[config.mk]
export PLATFORM = sky130hd
export DESIGN_NAME = issue_select
export DESIGN_NICKNAME = d
export VERILOG_FILES = /design/src/rtl/issue_select.sv
export SDC_FILE = /design/constraint.sdc
export NUM_CORES = 1
export LEC_CHECK = 0
export CORE_MARGIN = 1.5
export CORE_UTILIZATION = 55
export CTS_BUF_LIST = sky130_fd_sc_hd__clkbuf_8
export DETAILED_ROUTE_END_ITERATION = 10
export GPL_ROUTABILITY_DRIVEN = 0
export HOLD_SLACK_MARGIN = 0.1
export PLACE_DENSITY = 0.84
export SLEW_MARGIN = 20
export SYNTH_ARGS = -nofsm -noshare
export SYNTH_HDL_FRONTEND = slang
export SYNTH_SLANG_ARGS = --single-unit
[constraint.sdc]
create_clock -name clk -period 30.5 [get_ports clk]
set_input_delay 6.1 -clock clk [delete_from_list [all_inputs] [get_ports clk]]
set_output_delay 6.1 -clock clk [all_outputs]
set_load 0.01 [all_outputs]
[src/rtl/issue_select.sv]
// Age-ordered issue selector: oldest eligible entry per station, fixed priority with starvation promotion across stations.
// Latency: rs_ren/rs_raddr combinational in the grant cycle; descriptor registered one cycle later.
// Backpressure: no grant while out_valid && ~out_ready (descriptor and starve counters hold); flush drops the descriptor.
module issue_select #(
    parameter int NUM_RS       = 4,
    parameter int DEPTH        = 8,
    parameter int SEQ_W        = 6,
    parameter int NUM_EU       = 5,
    parameter int EUID_W       = 3,
    parameter int STARVE_LIMIT = 7,
    localparam int IDX_W       = $clog2(DEPTH),
    localparam int RS_W        = $clog2(NUM_RS),
    localparam int STARVE_W    = $clog2(STARVE_LIMIT + 1)
) (
    input  logic                           clk,
    input  logic                           rst_n,
    input  logic                           flush,
    input  logic [SEQ_W-1:0]               rob_head,
    input  logic [NUM_EU-1:0]              eu_ready,
    input  logic [NUM_RS*DEPTH-1:0]        rs_req,
    input  logic [NUM_RS*DEPTH*SEQ_W-1:0]  rs_age,
    input  logic [NUM_RS*DEPTH*EUID_W-1:0] rs_euid,
    output logic [NUM_RS-1:0]              rs_ren,
    output logic [NUM_RS*IDX_W-1:0]        rs_raddr,
    output logic                           out_valid,
    input  logic                           out_ready,
    output logic [RS_W-1:0]                out_rs,
    output logic [IDX_W-1:0]               out_idx,
    output logic [EUID_W-1:0]              out_euid,
    output logic [SEQ_W-1:0]               out_age
);

    localparam logic [STARVE_W-1:0] LIMIT = STARVE_W'(STARVE_LIMIT);

    logic [2**EUID_W-1:0]       eu_mask;
    logic [NUM_RS*DEPTH-1:0]    elig;
    logic [SEQ_W-1:0]           ent_off [NUM_RS*DEPTH];

    logic [NUM_RS-1:0]          st_vld;
    logic [IDX_W-1:0]           st_idx  [NUM_RS];
    logic [SEQ_W-1:0]           st_off  [NUM_RS];
    logic [SEQ_W-1:0]           st_age  [NUM_RS];
    logic [EUID_W-1:0]          st_euid [NUM_RS];

    logic [STARVE_W-1:0]        starve_cnt [NUM_RS];
    logic [NUM_RS-1:0]          starved;
    logic                       found;
    logic                       can_accept;
    logic                       grant;
    logic [RS_W-1:0]            gnt_rs;

    // EU ids beyond NUM_EU map to a zero mask bit and are never eligible.
    always_comb begin
        eu_mask = '0;
        for (int e = 0; e < NUM_EU; e++) begin
            eu_mask[e] = eu_ready[e];
        end
    end

    always_comb begin
        for (int e = 0; e < NUM_RS*DEPTH; e++) begin
            elig[e]    = rs_req[e] && eu_mask[rs_euid[e*EUID_W +: EUID_W]];
            ent_off[e] = rs_age[e*SEQ_W +: SEQ_W] - rob_head;
        end
    end

    // Ascending scan with strict compare: on equal age the lower index is kept.
    always_comb begin
        for (int r = 0; r < NUM_RS; r++) begin
            st_vld[r]  = 1'b0;
            st_idx[r]  = '0;
            st_off[r]  = '1;
            st_age[r]  = '0;
            st_euid[r] = '0;
            for (int i = 0; i < DEPTH; i++) begin
                if (elig[r*DEPTH+i] && (!st_vld[r] || ent_off[r*DEPTH+i] < st_off[r])) begin
                    st_vld[r]  = 1'b1;
                    st_idx[r]  = IDX_W'(i);
                    st_off[r]  = ent_off[r*DEPTH+i];
                    st_age[r]  = rs_age[(r*DEPTH+i)*SEQ_W +: SEQ_W];
                    st_euid[r] = rs_euid[(r*DEPTH+i)*EUID_W +: EUID_W];
                end
            end
        end
    end

    assign can_accept = ~out_valid | out_ready;

    always_comb begin
        starved = '0;
        for (int r = 0; r < NUM_RS; r++) begin
            starved[r] = st_vld[r] && (starve_cnt[r] == LIMIT);
        end
        found  = 1'b0;
        gnt_rs = '0;
        for (int r = 0; r < NUM_RS; r++) begin
            if (!found && ((|starved) ? starved[r] : st_vld[r])) begin
                found  = 1'b1;
                gnt_rs = RS_W'(r);
            end
        end
        grant    = rst_n && can_accept && !flush && (|st_vld);
        rs_ren   = '0;
        rs_raddr = '0;
        for (int r = 0; r < NUM_RS; r++) begin
            if (grant && gnt_rs == RS_W'(r)) begin
                rs_ren[r]                    = 1'b1;
                rs_raddr[r*IDX_W +: IDX_W]   = st_idx[r];
            end
        end
    end

    always_ff @(posedge clk or negedge rst_n) begin
        if (!rst_n) begin
            out_valid <= 1'b0;
            out_rs    <= '0;
            out_idx   <= '0;
            out_euid  <= '0;
            out_age   <= '0;
            for (int r = 0; r < NUM_RS; r++) begin
                starve_cnt[r] <= '0;
            end
        end else begin
            if (flush) begin
                out_valid <= 1'b0;
            end else if (grant) begin
                out_valid <= 1'b1;
                out_rs    <= gnt_rs;
                out_idx   <= st_idx[gnt_rs];
                out_euid  <= st_euid[gnt_rs];
                out_age   <= st_age[gnt_rs];
            end else if (out_ready) begin
                out_valid <= 1'b0;
            end

            // Counters only advance in cycles where a grant was possible.
            for (int r = 0; r < NUM_RS; r++) begin
                if (flush) begin
                    starve_cnt[r] <= '0;
                end else if (can_accept) begin
                    if (st_vld[r] && !(grant && gnt_rs == RS_W'(r))) begin
                        starve_cnt[r] <= (starve_cnt[r] == LIMIT) ? LIMIT : starve_cnt[r] + 1'b1;
                    end else begin
                        starve_cnt[r] <= '0;
                    end
                end
            end
        end
    end

endmodule

== After elaboration in Yosys (flattened, before gate mapping) ==
Cells that the tools add are included.
W data, S select, Z words.
Cells by class
  add/subtract/negate cells: 36
  magnitude comparators: 61
  eq/ne operators: 7
  mux-type cells: 262
  bitwise gates (word level): 4
  reductions and logical operators: 148
Operators with widths (count)
  $mux W6: 62
  $mux W3: 80
  $sub A6 B6 Y6: 32
  $lt A6 B6 Y1: 28
  $lt A3 B4 Y1 const B: 32
  $bmux W1 S3: 32
  $mux W1: 83
  $logic_and A1 B1 Y1: 78
  $logic_not A1 Y1: 36
  $logic_or A1 B1 Y1: 28
  $add A3 B1 Y3 const B: 4
  $bmux W3 S2: 2
  $bmux W6 S2: 1
  $eq A3 B3 Y1 const B: 4
  $reduce_or A4 Y1: 2
  $eq A2 B2 Y1 const B: 2
  $mux W2: 2
  $ge A3 B3 Y1 const B: 1
  $not A2 Y3: 1
  $reduce_bool A3 Y1: 1
  $eq A2 B1 Y1 const B: 1
  $logic_not A2 Y1: 1
  $not A1 Y1: 2
  $reduce_and A2 Y1: 1
  other kinds (2): 2
Storage, ports and cells
  register bits: 27
  output and inout bits: 31

== Longest topological paths before layout ==
  depth after elaboration: 52
  mapped depth: 90
  depth with buffers taken out: 80

== Worst setup path before layout ==
No wires, ideal clock.
  kind: in2out
  start point: input port rob_head[1]
  end point: output port rs_raddr[0]
  data arrival time: 23.064 ns
  data required time: 24.400 ns
  path slack: 1.336 ns
  cell stages on the path: 77
  path buffers: 9
  cell sequence: inv_1 ha_1 nor2b_1 o31a_1 a21oi_1 nor2_1 ha_1 nand2_1 nand3_1 nor3_1 o21bai_1 maj3_1 a21oi_2 clkbuf_1 nand2_1 o21ai_0 inv_1 ha_1 (+41 left out) a21o_1 a21o_1 a21oi_1 nor2_1 or3_1 o32a_1 clkbuf_1 clkbuf_1 mux2_2 ha_1 nand2_1 or2_2 nor2_1 o21ai_0 a31oi_1 nor2_1 buf_2 o21a_1
On the way
  cells in the longest elaborated chain, start to end: 46
  elaborated cells between the ends (all ways): 229
  classes of those cells: add/sub (32); order compare (28); mux (74); reduce/logical (95)
Ends and longest elaborated chain
  start: declaration: line 18  | input logic [SEQ_W-1:0] rob_head,
  $sub A6 B6 Y6: line 63  | ent_off[e] = rs_age[e*SEQ_W +: SEQ_W] - rob_head;
  $mux W6: line 76  | if (elig[r*DEPTH+i] && (!st_vld[r] || ent_off[r*DEPTH+i] < st_off[r])) begin
  $lt A6 B6 Y1: line 76
  $logic_or A1 B1 Y1: line 76
  $logic_and A1 B1 Y1: line 76
  $mux W6 / $mux W1 (equally long branches): line 76
  $lt A6 B6 Y1 / $logic_not A1 Y1 (equally long branches): line 76
  $logic_or A1 B1 Y1: line 76
  (+30 left out)
  $logic_and A1 B1 Y1: line 97  | if (!found && ((|starved) ? starved[r] : st_vld[r])) begin
  $mux W1: line 97
  $logic_not A1 Y1: line 97
  $logic_and A1 B1 Y1: line 97
  $mux W2: line 97
  $logic_not A2 Y1: line 106  | if (grant && gnt_rs == RS_W'(r)) begin
  $logic_and A1 B1 Y1: line 106
  $mux W3 (*): line 106
  end: declaration: line 24  | output logic [NUM_RS*IDX_W-1:0] rs_raddr,
Mark *: on every way between the ends. The rest lies on a longest branch, timed or not.

== Worst setup path in the final report ==
Ends and elaborated chain as after synthesis.

==> summary.log <==
INFO  run_status     outcome=finished, final reports clean
INFO  routing        via_per_inst=6.68
INFO  setup_path     bufs_and_invs_on_worst_path=9
INFO  sta            max_freq=33.9MHz
INFO  setup_path     critical_path.max_fanout=30
INFO  min_path       hold_path.startpoint=out_rs[1]$_DFFE_PN0P_
INFO  min_path       hold-path-cell-count=2
INFO  routing        detail_route.first_pass.iterations=6
INFO  sta            min_period=29.54ns
INFO  global_routing grt_first_pass_wirelength=112000µm
INFO  clock_tree     insertion_delay=0.28ns
INFO  global_routing grt.total_usage=0.395
INFO  setup_path     slowest_delay=0.63ns
INFO  logic_synthesis ys.flop_type=dfrtp_1
INFO  routing        dr_total_vias=21600
INFO  logic_synthesis synth_enable_flop_cells=0
INFO  setup_path     timing.reg2reg.setup_slack=26.70ns
INFO  global_routing antenna_violations_before_repair=5
INFO  sta            maxSlewViolCount=0
INFO  sta            rsz0062_at_grt=false
INFO  global_routing number_of_global_route_vias_before_repair=21300
INFO  routing        route.detailed.drc=0
INFO  setup_path     timing.setup.critical_path_class=input pin to output port
INFO  logic_synthesis yosysUniqueCellTypes=108
INFO  setup_path     r2r.worst_path.cells=11
INFO  place          cell_area_after_placement=22600µm²
INFO  setup_path     critPathTopFamily=compound AO/OA/AOI/OAI gates
INFO  layout         filler_cells_inserted=2744
INFO  layout         finalInstanceArea=22700µm²
INFO  sta            final_hold_viol_count=0
INFO  routing        drt.antenna.violating_nets=0
INFO  logic_synthesis mappedNetlistNets=3133
INFO  floorplan      std_cell_rows=66
INFO  logic_synthesis post_synth_instance_area=18500µm²
INFO  clock_tree     cell_at_the_root_of_the_clock_tree=clkbuf_8
INFO  floorplan      ios=366
INFO  layout         post_route_cells_drive_above_1_share=0.0556
INFO  layout         nets=3458
INFO  routing        post_drt_wl_per_cell=22.2µm
INFO  place          buffer_ports.inserted=365
INFO  clock_tree     cts_inserted_buffers=3
INFO  clock_tree     level_count_of_the_clock_h_tree=1
INFO  logic_synthesis post_syn_area_per_cell=7.50µm²
INFO  setup_path     timing.critical_path.slowest_stage_cell=o32a_1
INFO  floorplan      die-width=186µm
INFO  logic_synthesis synth_seq_area_share=0.0365
INFO  floorplan      floorplan.initialDensity=0.564
INFO  clock_tree     cts_post_setup_buffers_inserted=0
INFO  power_and_ir_drop vdd_drop_max=23.2µV
INFO  logic_synthesis synth-async-reset-ratio=1.00
INFO  clock_tree     clk_pin_slew=0.10ns
INFO  layout         area_growth_syn_to_layout=22.7%
INFO  floorplan      die_area=34700µm²
INFO  setup_path     startpoint_class=input pin
INFO  place          dp_hpwl=59700µm
INFO  setup_path     r2r_end=out_age[4]$_DFFE_PN0P_
INFO  floorplan      die_height=186µm
INFO  global_routing maximum_number_of_pins_on_one_net_before_global_route_repair=32
INFO  setup_path     timing.critical_path.arrival=23.44ns
INFO  flow_run       maxCapViolCount=0
INFO  min_path       endpoint_of_the_worst_hold_timing_path=out_rs[1]$_DFFE_PN0P_
INFO  sta            max_slew.worst_pin.slew=1.11ns
INFO  sta            skew=0.00615ns
INFO  routing        drtIter0Drc=2197
INFO  clock_tree     max-clock-path-buffers=2
INFO  sta            max-slew-margin-rel=0.258
INFO  logic_synthesis syn_inst=2466
INFO  global_routing global_route.overflow_total=0
INFO  floorplan      coreArea=32800µm²
INFO  power_and_ir_drop leakage=10.7nW
INFO  sta            fin_crit_sh=0.968
INFO  logic_synthesis yosys_warnings=0
INFO  routing        postRouteWirelength=71900µm
INFO  logic_synthesis synth.ff_latch_count=27
INFO  setup_path     cp.required=24.40ns
INFO  setup_path     endpoint_kind=output port
INFO  power_and_ir_drop power_density=36.6nW/µm²
INFO  clock_tree     tritoncts=built
INFO  min_path       min_path_type=flop to flop
INFO  sta            setup_total_negative_slack=0ns
INFO  sta            finalSetupViolCount=0
INFO  setup_path     r2r_start=starve_cnt[0]$_DFFE_PN0P_
INFO  clock_tree     cts.sink_count=27
## Yosys cell counts, types with 21 or more instances
library cell / count / area [µm²]
ha_1: 300 / 3750
nand2_1: 234 / 878
inv_1: 180 / 676
a21oi_1: 178 / 891
nor2_1: 176 / 661
a21o_1: 157 / 1180
mux2i_1: 120 / 1200
o21ai_0: 119 / 596
xnor2_1: 87 / 762
o211ai_1: 60 / 450
xor2_1: 57 / 499
o21a_1: 48 / 360
clkbuf_1: 41 / 154
nor3_1: 41 / 205
nor2b_1: 33 / 206
fa_1: 32 / 641
mux2_2: 32 / 360
nand3_1: 31 / 155
a211oi_1: 29 / 218
buf_2: 29 / 145
dfrtp_1: 27 / 676
and2_1: 26 / 163
a31oi_1: 21 / 131
## metrics by stage
stage | power (mW) | hold slack [ns] | std cells | setup slack (ns) | util
finish | 0.831 | 0.499 | 3236 | 0.964 | 0.692
global route | 0.897 | 0.525 | 3236 | 0.0248 | 0.692
CTS | 0.809 | 0.500 | 3232 | 0.892 | 0.691
detailed placement | 0.785 | 0.480 | 3228 | 0.919 | 0.690
global placement | 0.753 | 0.465 | 3228 | 1.57 | 0.690
floorplan | 0.547 | 0.454 | 2466 | 1.34 | -
## state kept, by name, indices dropped and copies added, names as in the netlist
signal	cells
out_euid	3
starve_cnt	12
out_rs	2
out_idx	3
out_valid	1
out_age	6
## cell families after synthesis
family / after synthesis / share of synthesized area
AO/OA/AOI/OAI: 848 / 0.322
XOR/XNOR: 144 / 0.0682
adder cells (fa/ha/maj): 334 / 0.239
buffers and inverters: 273 / 0.0621
flip-flops: 27 / 0.0365
multiplexers: 160 / 0.0936
AND/OR/NAND/NOR: 680 / 0.179
## power by group
group	internal, mW	switching [mW]	leakage, nW
logic	0.327	0.429	10.3
clock network	0.00919	0.0122	0.0255
registers	0.0450	0.00817	0.351
total	0.382	0.450	10.7
## worst min-delay path, cell delays in order (launching register included)
cell	delay [ns]
dfrtp_1	0.36
nand2_1	0.05
nand2_1	0.06
## cell usage in the layout, fill, tap and decap left out, types with 32 or more instances in the layout
master,n
nor2b_1,33
o21a_1,48
ha_1,300
clkdlybuf4s50_1,363
a21o_1,157
fa_1,32
xnor2_1,87
o21ai_0,119
a21oi_1,178
mux2_2,32
mux2i_1,120
o211ai_1,60
inv_1,179
nand2_1,234
nor2_1,175
buf_4,46
xor2_1,57
nor3_1,40
## layout make-up
type                            count  area, µm²  share of cell area
Tap cell                          442        553              0.0244
Inverter                          182        684              0.0302
Multi-Input combinational cell   2166      16700               0.737
Clock inverter                      1       5.00            0.000221
Clock buffer                        3       41.3             0.00182
Antenna cell                        4       10.0            0.000441
Sequential cell                    27        676              0.0298
Timing Repair Buffer              411       3990               0.176
## worst max-delay path by stage
stage                start     endpoint  depth (start not counted)
3_5_place_dp   rob_head[1]  rs_raddr[5]                         76
5_1_grt        rob_head[1]  rs_raddr[0]                         74
2_1_floorplan  rob_head[1]  rs_raddr[0]                         77
3_3_place_gp   rob_head[1]  rs_raddr[5]                         77
6_report       rob_head[1]  rs_raddr[0]                         74
4_1_cts        rob_head[1]  rs_raddr[5]                         76
## timing repair
item                       4_1_cts  5_1_grt
setup endpoints to repair        0        4
resized for setup                0        4
hold endpoints to repair         0        0
hold buffers                     0        0
## metal layers
metal / GRT usage / vias to the layer above / share of wire
met4: 0.243 / 2 / 0.069
met2: 0.669 / 1451 / 0.45
li1: - / 9831 / -
met3: 0.0545 / 356 / 0.11
met1: 0.474 / 9982 / 0.37
met5: 0 / - / 0.00014
Power figures use the tool's default switching activity.
